`src/rtl/seg_pkg.sv`:
```
// Shared seven-segment definitions: blank pattern, scan states and the
// active-low abcdefg hex decode table.
package seg_pkg;

  localparam logic [6:0] SEG_OFF = 7'b1111111;

  typedef enum logic [1:0] {IDLE, BLANK, SHOW} state_t;

  function automatic logic [6:0] seg7_decode(input logic [3:0] hex);
    logic [6:0] s;
    case (hex)
      4'h0: s = 7'b0000001;
      4'h1: s = 7'b1001111;
      4'h2: s = 7'b0010010;
      4'h3: s = 7'b0000110;
      4'h4: s = 7'b1001100;
      4'h5: s = 7'b0100100;
      4'h6: s = 7'b0100000;
      4'h7: s = 7'b0001111;
      4'h8: s = 7'b0000000;
      4'h9: s = 7'b0000100;
      4'hA: s = 7'b0001000;
      4'hB: s = 7'b1100000;
      4'hC: s = 7'b0110001;
      4'hD: s = 7'b1000010;
      4'hE: s = 7'b0110000;
      default: s = 7'b0111000;
    endcase
    return s;
  endfunction

endpackage

```
`src/rtl/seg7_hex_decode.sv`:
```
// Combinational 4-bit hex to active-low abcdefg segment decode.
module seg7_hex_decode
  import seg_pkg::*;
(
  input  logic [3:0] hex,
  output logic [6:0] seg
);

  assign seg = seg7_decode(hex);

endmodule

```
`src/rtl/seg_mux_scheduler.sv`:
```
// Multiplexed common-anode 7-segment scanner: blanking gap then a lit slot per digit.
// Optional leading-zero blanking is enabled by defining SEG_MUX_LZB_EN.
module seg_mux_scheduler
  import seg_pkg::*;
#(
  parameter int NUM_DIGITS   = 4,
  parameter int TICK_DIV     = 50000,
  parameter int BLANK_CYCLES = 16
) (
  input  logic                                            clk,
  input  logic                                            rst,
  input  logic                                            enable,
  input  logic                                            wr_en,
  input  logic [(NUM_DIGITS > 1 ? $clog2(NUM_DIGITS) : 1)-1:0] wr_addr,
  input  logic [3:0]                                      wr_data,
  output logic [6:0]                                      seg,
  output logic [NUM_DIGITS-1:0]                           an,
  output logic [(NUM_DIGITS > 1 ? $clog2(NUM_DIGITS) : 1)-1:0] digit_idx,
  output logic                                            frame_done
);

  localparam int IW   = (NUM_DIGITS > 1) ? $clog2(NUM_DIGITS) : 1;
  localparam int CMAX = (TICK_DIV > BLANK_CYCLES) ? TICK_DIV : BLANK_CYCLES;
  localparam int CW   = (CMAX > 1) ? $clog2(CMAX) : 1;

  localparam logic [CW-1:0] BLANK_LAST = CW'(BLANK_CYCLES - 1);
  localparam logic [CW-1:0] SHOW_LAST  = CW'(TICK_DIV - 1);
  localparam logic [IW-1:0] LAST_IDX   = IW'(NUM_DIGITS - 1);

  state_t          state, state_n;
  logic [CW-1:0]   cnt, cnt_n;
  logic [IW-1:0]   idx_n;
  logic [6:0]      seg_n;
  logic [NUM_DIGITS-1:0] an_n;
  logic            fd_n;

  logic [3:0]      digits [NUM_DIGITS];
  logic [6:0]      cur_seg;
  logic            blank_cur;

  seg7_hex_decode u_dec (
    .hex (digits[digit_idx]),
    .seg (cur_seg)
  );

`ifdef SEG_MUX_LZB_EN
  // A digit is a leading zero when it and every digit above it are zero.
  logic [NUM_DIGITS-1:0] lzero;
  logic                  run;

  always_comb begin
    run   = 1'b1;
    lzero = '0;
    for (int i = NUM_DIGITS - 1; i >= 0; i--) begin
      run      = run & (digits[i] == 4'd0);
      lzero[i] = run;
    end
  end

  assign blank_cur = (digit_idx != '0) && lzero[digit_idx];
`else
  assign blank_cur = 1'b0;
`endif

  always_ff @(posedge clk) begin
    if (rst) begin
      for (int i = 0; i < NUM_DIGITS; i++) digits[i] <= 4'd0;
    end else if (wr_en && (int'(wr_addr) < NUM_DIGITS)) begin
      digits[wr_addr] <= wr_data;
    end
  end

  always_ff @(posedge clk) begin
    if (rst) begin
      state      <= IDLE;
      cnt        <= '0;
      digit_idx  <= '0;
      seg        <= SEG_OFF;
      an         <= '1;
      frame_done <= 1'b0;
    end else begin
      state      <= state_n;
      cnt        <= cnt_n;
      digit_idx  <= idx_n;
      seg        <= seg_n;
      an         <= an_n;
      frame_done <= fd_n;
    end
  end

  always_comb begin
    state_n = state;
    cnt_n   = cnt;
    idx_n   = digit_idx;
    seg_n   = seg;
    an_n    = an;
    fd_n    = 1'b0;

    case (state)
      IDLE: begin
        seg_n = SEG_OFF;
        an_n  = '1;
        idx_n = '0;
        cnt_n = '0;
        if (enable) state_n = BLANK;
      end
      BLANK: begin
        if (cnt == BLANK_LAST) begin
          state_n = SHOW;
          cnt_n   = '0;
          if (blank_cur) begin
            seg_n = SEG_OFF;
            an_n  = '1;
          end else begin
            seg_n = cur_seg;
            an_n  = ~(NUM_DIGITS'(1) << digit_idx);
          end
        end else begin
          cnt_n = cnt + CW'(1);
        end
      end
      SHOW: begin
        if (cnt == SHOW_LAST) begin
          state_n = BLANK;
          cnt_n   = '0;
          seg_n   = SEG_OFF;
          an_n    = '1;
          if (digit_idx == LAST_IDX) begin
            idx_n = '0;
            fd_n  = 1'b1;
          end else begin
            idx_n = digit_idx + IW'(1);
          end
        end else begin
          cnt_n = cnt + CW'(1);
        end
      end
      default: state_n = IDLE;
    endcase

    // Dropping enable abandons the current slot without a frame pulse.
    if (!enable) begin
      state_n = IDLE;
      cnt_n   = '0;
      idx_n   = '0;
      seg_n   = SEG_OFF;
      an_n    = '1;
      fd_n    = 1'b0;
    end
  end

endmodule
```
`config.mk`:
```
export PLATFORM = sky130hd
export DESIGN_NAME = seg_mux_scheduler
export DESIGN_NICKNAME = d
export VERILOG_FILES = /design/src/rtl/seg_pkg.sv /design/src/rtl/seg7_hex_decode.sv /design/src/rtl/seg_mux_scheduler.sv
export SDC_FILE = /design/constraint.sdc
export NUM_CORES = 1
export LEC_CHECK = 0
export ABC_AREA = 1
export CAP_MARGIN = 20
export CORE_ASPECT_RATIO = 1.1
export CORE_MARGIN = 1
export CORE_UTILIZATION = 56
export CTS_BUF_LIST = sky130_fd_sc_hd__clkbuf_8 sky130_fd_sc_hd__clkbuf_16
export DETAILED_ROUTE_END_ITERATION = 16
export GPL_TIMING_DRIVEN = 0
export PLACE_DENSITY_LB_ADDON = 0.1
export SYNTH_ARGS = -nofsm -noshare
export SYNTH_HDL_FRONTEND = slang
export SYNTH_HIERARCHICAL = 1
export SYNTH_SLANG_ARGS = --single-unit
```
`constraint.sdc`:
```
create_clock -name clk -period 3.9 [get_ports clk]
set_input_delay 0.78 -clock clk [delete_from_list [all_inputs] [get_ports clk]]
set_output_delay 0.78 -clock clk [all_outputs]
set_load 0.05 [all_outputs]
```
==> results of run 1 <==
## area by class of cell
| class | count | area, µm² |
|---|---|---|
| Fill cell | 422 | 1490 |
| Multi-Input combinational cell | 286 | 1430 |
| Sequential cell | 50 | 1160 |
| Timing Repair Buffer | 23 | 230 |
| Inverter | 49 | 185 |
| Tap cell | 56 | 70.1 |
| Clock buffer | 5 | 68.8 |
| Buffer | 11 | 68.8 |
| Clock inverter | 3 | 47.5 |
## worst reg2reg max path: stages (launching register included)
cell and delay (ns):
dfxtp_1 0.31, clkbuf_1 0.17, inv_1 0.20, o21ai_0 0.11, o22ai_1 0.35, inv_1 0.19
ha_1 0.35, nand2_1 0.05, nand3_1 0.08, nand2_1 0.05, inv_1 0.04, nand2_1 0.04
nand2_1 0.06, nand3_1 0.07
## per-layer routing
layer,vias to the layer above,part of all wire
met4,0,0.014
met1,1130,0.45
met2,50,0.51
li1,1309,-
met3,9,0.031
met5,-,0
## registers in the layout, indices dropped and copies added, names as in the netlist, named ones only
signal / flops
digit_idx: 2
cnt: 16
seg: 7
an: 4
digits: 16
state: 2
frame_done: 1
## cells by family after synthesis
group           count (synthesis)  synth area share
compound gates                 35            0.0674
xor+xnor                        6            0.0185
fa+ha+maj                      16            0.0705
buf+inv                        60            0.0894
flops                          50             0.409
simple gates                  229             0.346
## power groups by stage
stage	Clock, mW	Sequential (mW)	Combinational, mW
3_3_place_gp	0	0.580	0.192
2_1_floorplan	0	0.604	0.118
3_5_place_dp	0	0.580	0.196
5_1_grt	0.407	0.571	0.220
4_1_cts	0.390	0.568	0.197
6_report	0.382	0.568	0.195
## stage by stage
step,cells,setup slack [ns],utilization,hold WS (ns)
4_1_cts,483,1.53,0.686,0.465
5_1_grt,483,1.40,0.686,0.501
2_1_floorplan,396,2.00,-,0.476
3_3_place_gp,475,1.51,0.661,0.439
3_5_place_dp,475,1.43,0.661,0.441
6_report,483,1.55,0.686,0.459
## synthesized netlist by cell type
master    instances  area, µm²
nor3_1            5       25.0
clkinv_2          1       5.00
nand3_2           1       10.0
clkbuf_1          6       22.5
o21ai_0          13       65.1
buf_2             1       5.00
o21ai_1           2       10.0
buf_4             1       7.51
xor2_1            1       8.76
o21ai_2           1       8.76
nand2_4           2       22.5
nand3_1          38        190
dfxtp_1          34        681
nand4_1           7       43.8
nand2_2           5       31.3
nor2_1           61        229
clkinv_1          2       7.51
buf_6             3       33.8
a21oi_1          12       60.1
edfxtp_1         16        480
nand2_1         107        402
o22ai_1           4       25.0
nor2_4            2       22.5
inv_1            45        169
a21o_1            1       7.51
inv_2             1       3.75
a21boi_0          1       7.51
ha_1             16        200
o31ai_1           1       7.51
xnor2_1           5       43.8
nor2_2            1       6.26
## worst max path at each step
stage | to | startpoint | slack [ns]
floorplan | seg[3] | flop | 2.00
global placement | digits[1][2] | wr_en | 1.51
detailed placement | digits[0][2] | wr_en | 1.43
CTS | digit_idx[1] | digit_idx[1] | 1.53
global route | seg[6] | flop | 1.40
finish | digit_idx[1] | digit_idx[1] | 1.55
==> impl_metrics.env, run 1 <==
export IMPL_detail_route_antenna_nets=0
export IMPL_fin_total_pwr_mw=1.14
export IMPL_period_share=0.601
export IMPL_power_frac_comb=0.170
export IMPL_grt_total_usage=0.231
export IMPL_dr_total_vias=2498
export IMPL_dr_first_iter_drc_count=107
export IMPL_hold_path_class="flop to flop"
export IMPL_rsz0062_at_grt="no"
export IMPL_cp_top_family="buffers and inverters"
export IMPL_critical_path_class="flop to output pin"
export IMPL_holdCritStartpoint="seg[6]"
export IMPL_grt_busiest_layer="met2"
export IMPL_cts_hold_buf=0
export IMPL_drc=0
export IMPL_drive_gt1_frac=0.0632
export IMPL_worstRegToRegCells=13
export IMPL_grt_first_pass_wirelength_um=10000
export IMPL_cp_arrival_ns=1.57
export IMPL_tns_ns=0
export IMPL_mostFrequentLayoutCell="nand2_1"
export IMPL_synth_avg_cell_area_um2=7.18
export IMPL_worstMarginPinSlew_ns=0.718
export IMPL_max_stage_delay_ns=0.83
export IMPL_yosysWarnings=6
export IMPL_portBuffers=23
export IMPL_initial_utilization=0.598
export IMPL_viasPerCell=5.17
export IMPL_cts_resized=0
export IMPL_clock_sinks=50
export IMPL_syn_inst=396
export IMPL_grtUsageMet3=0.0473
export IMPL_relSlewSlack=0.517
export IMPL_grt_pass1_vias=2329
export IMPL_grt_overflow=0
export IMPL_worstReg2RegEnd="seg[3]"
export IMPL_fin_crit_ns=2.35
export IMPL_nNetsFinal=452
export IMPL_p_seq_frac=0.496
export IMPL_synth_seq_area_share=0.409
export IMPL_power_frac_clock=0.334
export IMPL_floorplan_die_area_um2=5360
export IMPL_clock_latency_ns=0.31
export IMPL_clk_pin_slew_ns=0.10
export IMPL_crit_path_end_kind="output pin"
export IMPL_synthToLayoutAreaGrowth_pct=14.7
export IMPL_use_met1=0.272
export IMPL_reg2reg_setup_slack_ns=1.72
export IMPL_whs_path_depth=2
export IMPL_setup_violations=0
export IMPL_cts_tree="yes"
export IMPL_dr_pass1_iters=4
export IMPL_wire_per_inst_um=11.4
export IMPL_cpMaxStageDelayCell="clkdlybuf4s50_1"
export IMPL_path_buf_inv=1
export IMPL_cts_root_buf="clkbuf_8"
export IMPL_fp_row_count=26
export IMPL_hpwl_um=4250
export IMPL_clock_skew_ns=0.00707
export IMPL_die_h_um=76.7
export IMPL_crit_cells=1
export IMPL_hold_viol=0
export IMPL_place_congestion=0.877
export IMPL_slew_violations=0
export IMPL_cp_required_ns=3.12
export IMPL_die_w_um=69.9
export IMPL_post_cts_repair_setup_buffers=0
export IMPL_max_vdd_ir_drop_v=0.000226
export IMPL_mostFrequentLayoutCells="107 x nand2_1, 61 x nor2_1, 45 x inv_1"
export IMPL_ios=24
export IMPL_clock_path_buffers=2
export IMPL_power_density_nw_per_um2=351
export IMPL_postSynthNetCount=422
export IMPL_met2_usage=0.415
export IMPL_core_um2=4750
export IMPL_path_max_fanout=5
export IMPL_maxCapViolations=0
export IMPL_swShare=0.281
export IMPL_cts_made_buffers=5
export IMPL_synth_seq_cells=50
export IMPL_antenna_found_initial=0
export IMPL_routed_wl_um=5510
export IMPL_grt_max_degree=18
export IMPL_max_clock_freq_ghz=0.426
export IMPL_stdcell_area_um2=3260
export IMPL_crit_path_cell_trace="clkdlybuf4s50_1"
export IMPL_placed_area_um2=3140
export IMPL_status="finished clean"
export IMPL_p_int_mw=0.823
export IMPL_switchingPower_mw=0.321
export IMPL_htree_num_levels=2
export IMPL_synth_cell_types=31
export IMPL_startpoint_type="flop"
export IMPL_antenna_cells=0
export IMPL_min_to="seg[6]"
export IMPL_syn_cell_area_um2=2840
export IMPL_p_leak_nw=1.37
Note: power is estimated with default switching activity, not from simulation.
==> run 2, diff against run 1 <==
Clock period 3.9 ns to 2.2 ns, I/O delays scaled along.
==> impl_metrics.env, run 2 (synthesized netlist as in run 1, its figures left out) <==
export IMPL_drive_gt1_frac=0.0704
export IMPL_cts_root_buf="clkbuf_8"
export IMPL_grt_pass1_vias=2329
export IMPL_clk_pin_slew_ns=0.10
export IMPL_p_seq_frac=0.496
export IMPL_place_congestion=0.877
export IMPL_nNetsFinal=451
export IMPL_startpoint_type="flop"
export IMPL_antenna_found_initial=0
export IMPL_relSlewSlack=0.521
export IMPL_htree_num_levels=2
export IMPL_setup_violations=0
export IMPL_crit_cells=1
export IMPL_hold_path_class="flop to flop"
export IMPL_switchingPower_mw=0.571
export IMPL_max_stage_delay_ns=0.83
export IMPL_path_buf_inv=1
export IMPL_grt_total_usage=0.231
export IMPL_swShare=0.281
export IMPL_cts_hold_buf=0
export IMPL_whs_path_depth=2
export IMPL_placed_area_um2=3140
export IMPL_antenna_cells=0
export IMPL_cp_required_ns=1.76
export IMPL_maxCapViolations=0
export IMPL_detail_route_antenna_nets=0
export IMPL_fp_row_count=26
export IMPL_ios=24
export IMPL_rsz0062_at_grt="no"
export IMPL_grt_max_degree=18
export IMPL_worstMarginPinSlew_ns=0.712
export IMPL_die_h_um=76.7
export IMPL_cts_made_buffers=5
export IMPL_reg2reg_setup_slack_ns=0.32
export IMPL_min_to="seg[6]"
export IMPL_tns_ns=0
export IMPL_hpwl_um=4250
export IMPL_wire_per_inst_um=11.4
export IMPL_fill_cells=419
export IMPL_portBuffers=23
export IMPL_top_regs="cnt x16, digits x16, seg x7"
export IMPL_viasPerCell=5.15
export IMPL_clock_latency_ns=0.31
export IMPL_max_vdd_ir_drop_v=0.000405
export IMPL_period_share=0.911
export IMPL_cp_top_family="buffers and inverters"
export IMPL_die_w_um=69.9
export IMPL_clock_skew_ns=0.00598
export IMPL_grt_overflow=0
export IMPL_dr_first_iter_drc_count=126
export IMPL_crit_path_cell_trace="clkdlybuf4s50_1"
export IMPL_mostFrequentLayoutCells="107 x nand2_1, 61 x nor2_1, 45 x inv_1"
export IMPL_power_frac_clock=0.333
export IMPL_routed_wl_um=5510
export IMPL_slew_violations=0
export IMPL_worstRegToRegCells=13
export IMPL_initial_utilization=0.598
export IMPL_critical_path_class="flop to output pin"
export IMPL_mostFrequentLayoutCell="nand2_1"
export IMPL_crit_path_end_kind="output pin"
export IMPL_path_max_fanout=5
export IMPL_hold_viol=0
export IMPL_drc=0
export IMPL_p_leak_nw=1.37
export IMPL_worstReg2RegEnd="seg[6]"
export IMPL_grt_first_pass_wirelength_um=10000
export IMPL_cpMaxStageDelayCell="clkdlybuf4s50_1"
export IMPL_holdCritStartpoint="seg[6]"
export IMPL_core_um2=4750
export IMPL_fin_crit_ns=2.00
export IMPL_cts_tree="yes"
export IMPL_floorplan_die_area_um2=5360
export IMPL_max_clock_freq_ghz=0.499
export IMPL_dr_total_vias=2483
export IMPL_clock_path_buffers=2
export IMPL_power_density_nw_per_um2=621
export IMPL_synthToLayoutAreaGrowth_pct=15.0
export IMPL_clock_sinks=50
export IMPL_dr_pass1_iters=4
export IMPL_stdcell_area_um2=3270
export IMPL_status="finished clean"
export IMPL_power_frac_comb=0.171
export IMPL_p_int_mw=1.46
export IMPL_cp_arrival_ns=1.56
[run 2: worst min-delay path, delay by kind of cell (launching register included)]
kind | cells | cell delay [ns]
flops | 1 | 0.33
simple gates | 2 | 0.10
[run 2: timing repair]
item,4_1_cts,5_1_grt
setup buffers,0,0
endpoints found under the setup margin,0,7
gates resized for setup,0,3
[run 2: how the worst max path moves through the flow]
stage	startpoint	end	slack, ns
floorplan	flop	seg[3]	0.30
global placement	flop	seg[3]	0.05
detailed placement	flop	seg[3]	0.02
CTS	flop	seg[6]	0.003
global route	flop	seg[6]	0.07
finish	digit_idx[1]	digit_idx[1]	0.20
[run 2: cell type report]
class	instances	area [µm²]	share of cell area
Sequential cell	50	1160	0.356
Inverter	49	185	0.0567
Buffer	10	65.1	0.0199
Clock inverter	3	47.5	0.0145
Clock buffer	5	68.8	0.0211
Tap cell	56	70.1	0.0214
Timing Repair Buffer	23	230	0.0704
Multi-Input combinational cell	286	1440	0.440
[run 2: through the flow]
stage	std cells	hold WS [ns]	utilization	power (mW)	setup WS [ns]
floorplan	396	0.476	-	1.28	0.296
global placement	475	0.439	0.661	1.37	0.0537
detailed placement	475	0.441	0.661	1.38	0.0188
CTS	483	0.465	0.686	2.05	0.00290
global route	482	0.501	0.688	2.12	0.0690
finish	482	0.460	0.688	2.03	0.195
[run 2: routing by layer]
metal	GRT usage	vias to the layer above	wire [µm]
met5	0	-	0
met4	0.0780	0	80
met3	0.0473	9	194
met2	0.415	51	2760
met1	0.272	1112	2480
li1	-	1311	-
[run 2: power by group through the flow]
stage | registers (mW) | logic [mW] | clock network (mW)
4_1_cts | 1.01 | 0.349 | 0.692
6_report | 1.01 | 0.347 | 0.677
3_5_place_dp | 1.03 | 0.347 | 0
5_1_grt | 1.01 | 0.392 | 0.721
2_1_floorplan | 1.07 | 0.210 | 0
3_3_place_gp | 1.03 | 0.341 | 0
==> run 3, diff against run 2 <==
Clock period 2.2 ns to 2.33 ns, I/O delays scaled along.
==> impl_metrics.env, run 3 (synthesized netlist as in run 1, its figures left out) <==
export IMPL_status="finished clean"
export IMPL_cp_top_family="buffers and inverters"
export IMPL_synthToLayoutAreaGrowth_pct=15.0
export IMPL_viasPerCell=5.15
export IMPL_critical_path_class="flop to output pin"
export IMPL_cp_required_ns=1.86
export IMPL_pre_cts_ws_ns=0.149
export IMPL_max_stage_delay_ns=0.83
export IMPL_crit_cells=1
export IMPL_nNetsFinal=451
export IMPL_grt_max_degree=18
export IMPL_fin_crit_ns=2.03
export IMPL_cts_made_buffers=5
export IMPL_max_clock_freq_ghz=0.492
export IMPL_cts_resized=0
export IMPL_detail_route_antenna_nets=0
export IMPL_slew_violations=0
export IMPL_clock_skew_ns=0.00598
export IMPL_routed_wl_um=5510
export IMPL_cts_hold_buf=0
export IMPL_place_congestion=0.877
export IMPL_antenna_cells=0
export IMPL_cpMaxStageDelayCell="clkdlybuf4s50_1"
export IMPL_drc=0
export IMPL_clk_pin_slew_ns=0.10
export IMPL_hold_path_class="flop to flop"
export IMPL_clock_latency_ns=0.31
export IMPL_cts_root_buf="clkbuf_8"
export IMPL_maxCapViolations=0
export IMPL_cp_startpoint="digit_idx[1]"
export IMPL_hpwl_um=4250
export IMPL_die_h_um=76.7
export IMPL_fp_row_count=26
export IMPL_grt_first_pass_wirelength_um=10000
export IMPL_worstRegToRegCells=11
export IMPL_post_cts_repair_setup_buffers=0
export IMPL_worstReg2RegEnd="seg[5]"
export IMPL_clock_path_buffers=2
export IMPL_path_buf_inv=1
export IMPL_setup_violations=0
export IMPL_endpoint="digit_idx[1]"
export IMPL_worstMarginPinSlew_ns=0.712
export IMPL_clock_sinks=50
export IMPL_max_vdd_ir_drop_v=0.000383
export IMPL_mostFrequentLayoutCell="nand2_1"
export IMPL_ios=24
export IMPL_core_um2=4750
export IMPL_power_density_nw_per_um2=587
export IMPL_grt_overflow=0
export IMPL_top_regs="cnt x16, digits x16, seg x7"
export IMPL_p_leak_nw=1.37
export IMPL_dr_total_vias=2483
export IMPL_dr_first_iter_drc_count=126
export IMPL_antenna_found_initial=0
export IMPL_path_max_fanout=5
export IMPL_crit_path_cell_trace="clkdlybuf4s50_1"
export IMPL_tns_ns=0
export IMPL_dr_pass1_iters=4
export IMPL_cp_arrival_ns=1.56
export IMPL_grt_total_usage=0.231
export IMPL_fin_hold_ws_ns=0.460
export IMPL_reg2reg_setup_slack_ns=0.40
export IMPL_fill_cells=420
export IMPL_startpoint_type="flop"
export IMPL_die_w_um=69.9
export IMPL_cts_tree="yes"
export IMPL_crit_path_end_kind="output pin"
export IMPL_wire_per_inst_um=11.4
export IMPL_mostFrequentLayoutCells="107 x nand2_1, 61 x nor2_1, 45 x inv_1"
export IMPL_floorplan_die_area_um2=5360
export IMPL_drive_gt1_frac=0.0681
export IMPL_htree_num_levels=2
export IMPL_relSlewSlack=0.521
export IMPL_period_share=0.872
export IMPL_grt_pass1_vias=2329
export IMPL_hold_viol=0
export IMPL_rsz0062_at_grt="no"
export IMPL_initial_utilization=0.598
export IMPL_setup_slack_ns=0.299
export IMPL_portBuffers=23
[run 3: layout make-up]
class,count,area [µm²],area share
Clock inverter,3,47.5,0.0146
Clock buffer,5,68.8,0.0211
Multi-Input combinational cell,286,1440,0.440
Buffer,10,65.1,0.0199
Timing Repair Buffer,23,230,0.0705
Inverter,49,185,0.0567
Tap cell,56,70.1,0.0214
Sequential cell,50,1160,0.355
[run 3: worst min-delay path, cell delays in order (launching register included)]
cell     delay, ns
dfxtp_1       0.33
nand2_1       0.05
nand3_1       0.05
[run 3: worst min path at each step]
stage                         to  slack, ns   start  cells after the start
after global placement    seg[2]       0.44  seg[2]                      2
after detailed placement  seg[6]       0.44  seg[6]                      2
final                     seg[6]       0.46  seg[6]                      2
after CTS                 seg[6]       0.47  seg[6]                      2
after floorplan           cnt[1]       0.48  cnt[1]                      2
after global routing      seg[3]       0.50  seg[3]                      2
[run 3: layer usage]
metal | part of all wire | GRT usage | vias up | routed length, µm
li1 | - | - | 1311 | -
met1 | 0.45 | 0.272 | 1112 | 2480
met2 | 0.50 | 0.415 | 51 | 2760
met3 | 0.035 | 0.0473 | 9 | 194
met4 | 0.015 | 0.0780 | 0 | 80
met5 | 0 | 0 | - | 0
[run 3: per-stage QoR]
stage	total power, mW	cells	util	instance area (µm²)
finish	1.92	482	0.688	3270
global route	2.01	482	0.688	3270
CTS	1.93	483	0.686	3260
detailed placement	1.30	475	0.661	3140
global placement	1.29	475	0.661	3140
floorplan	1.21	396	-	2840
[run 3: where the power goes]
| part | internal (mW) | leakage (nW) | total (mW) | switching (mW) |
|---|---|---|---|---|
| sequential | 0.935 | 0.431 | 0.951 | 0.0153 |
| combinational | 0.116 | 0.880 | 0.327 | 0.212 |
| clock | 0.328 | 0.0591 | 0.640 | 0.312 |
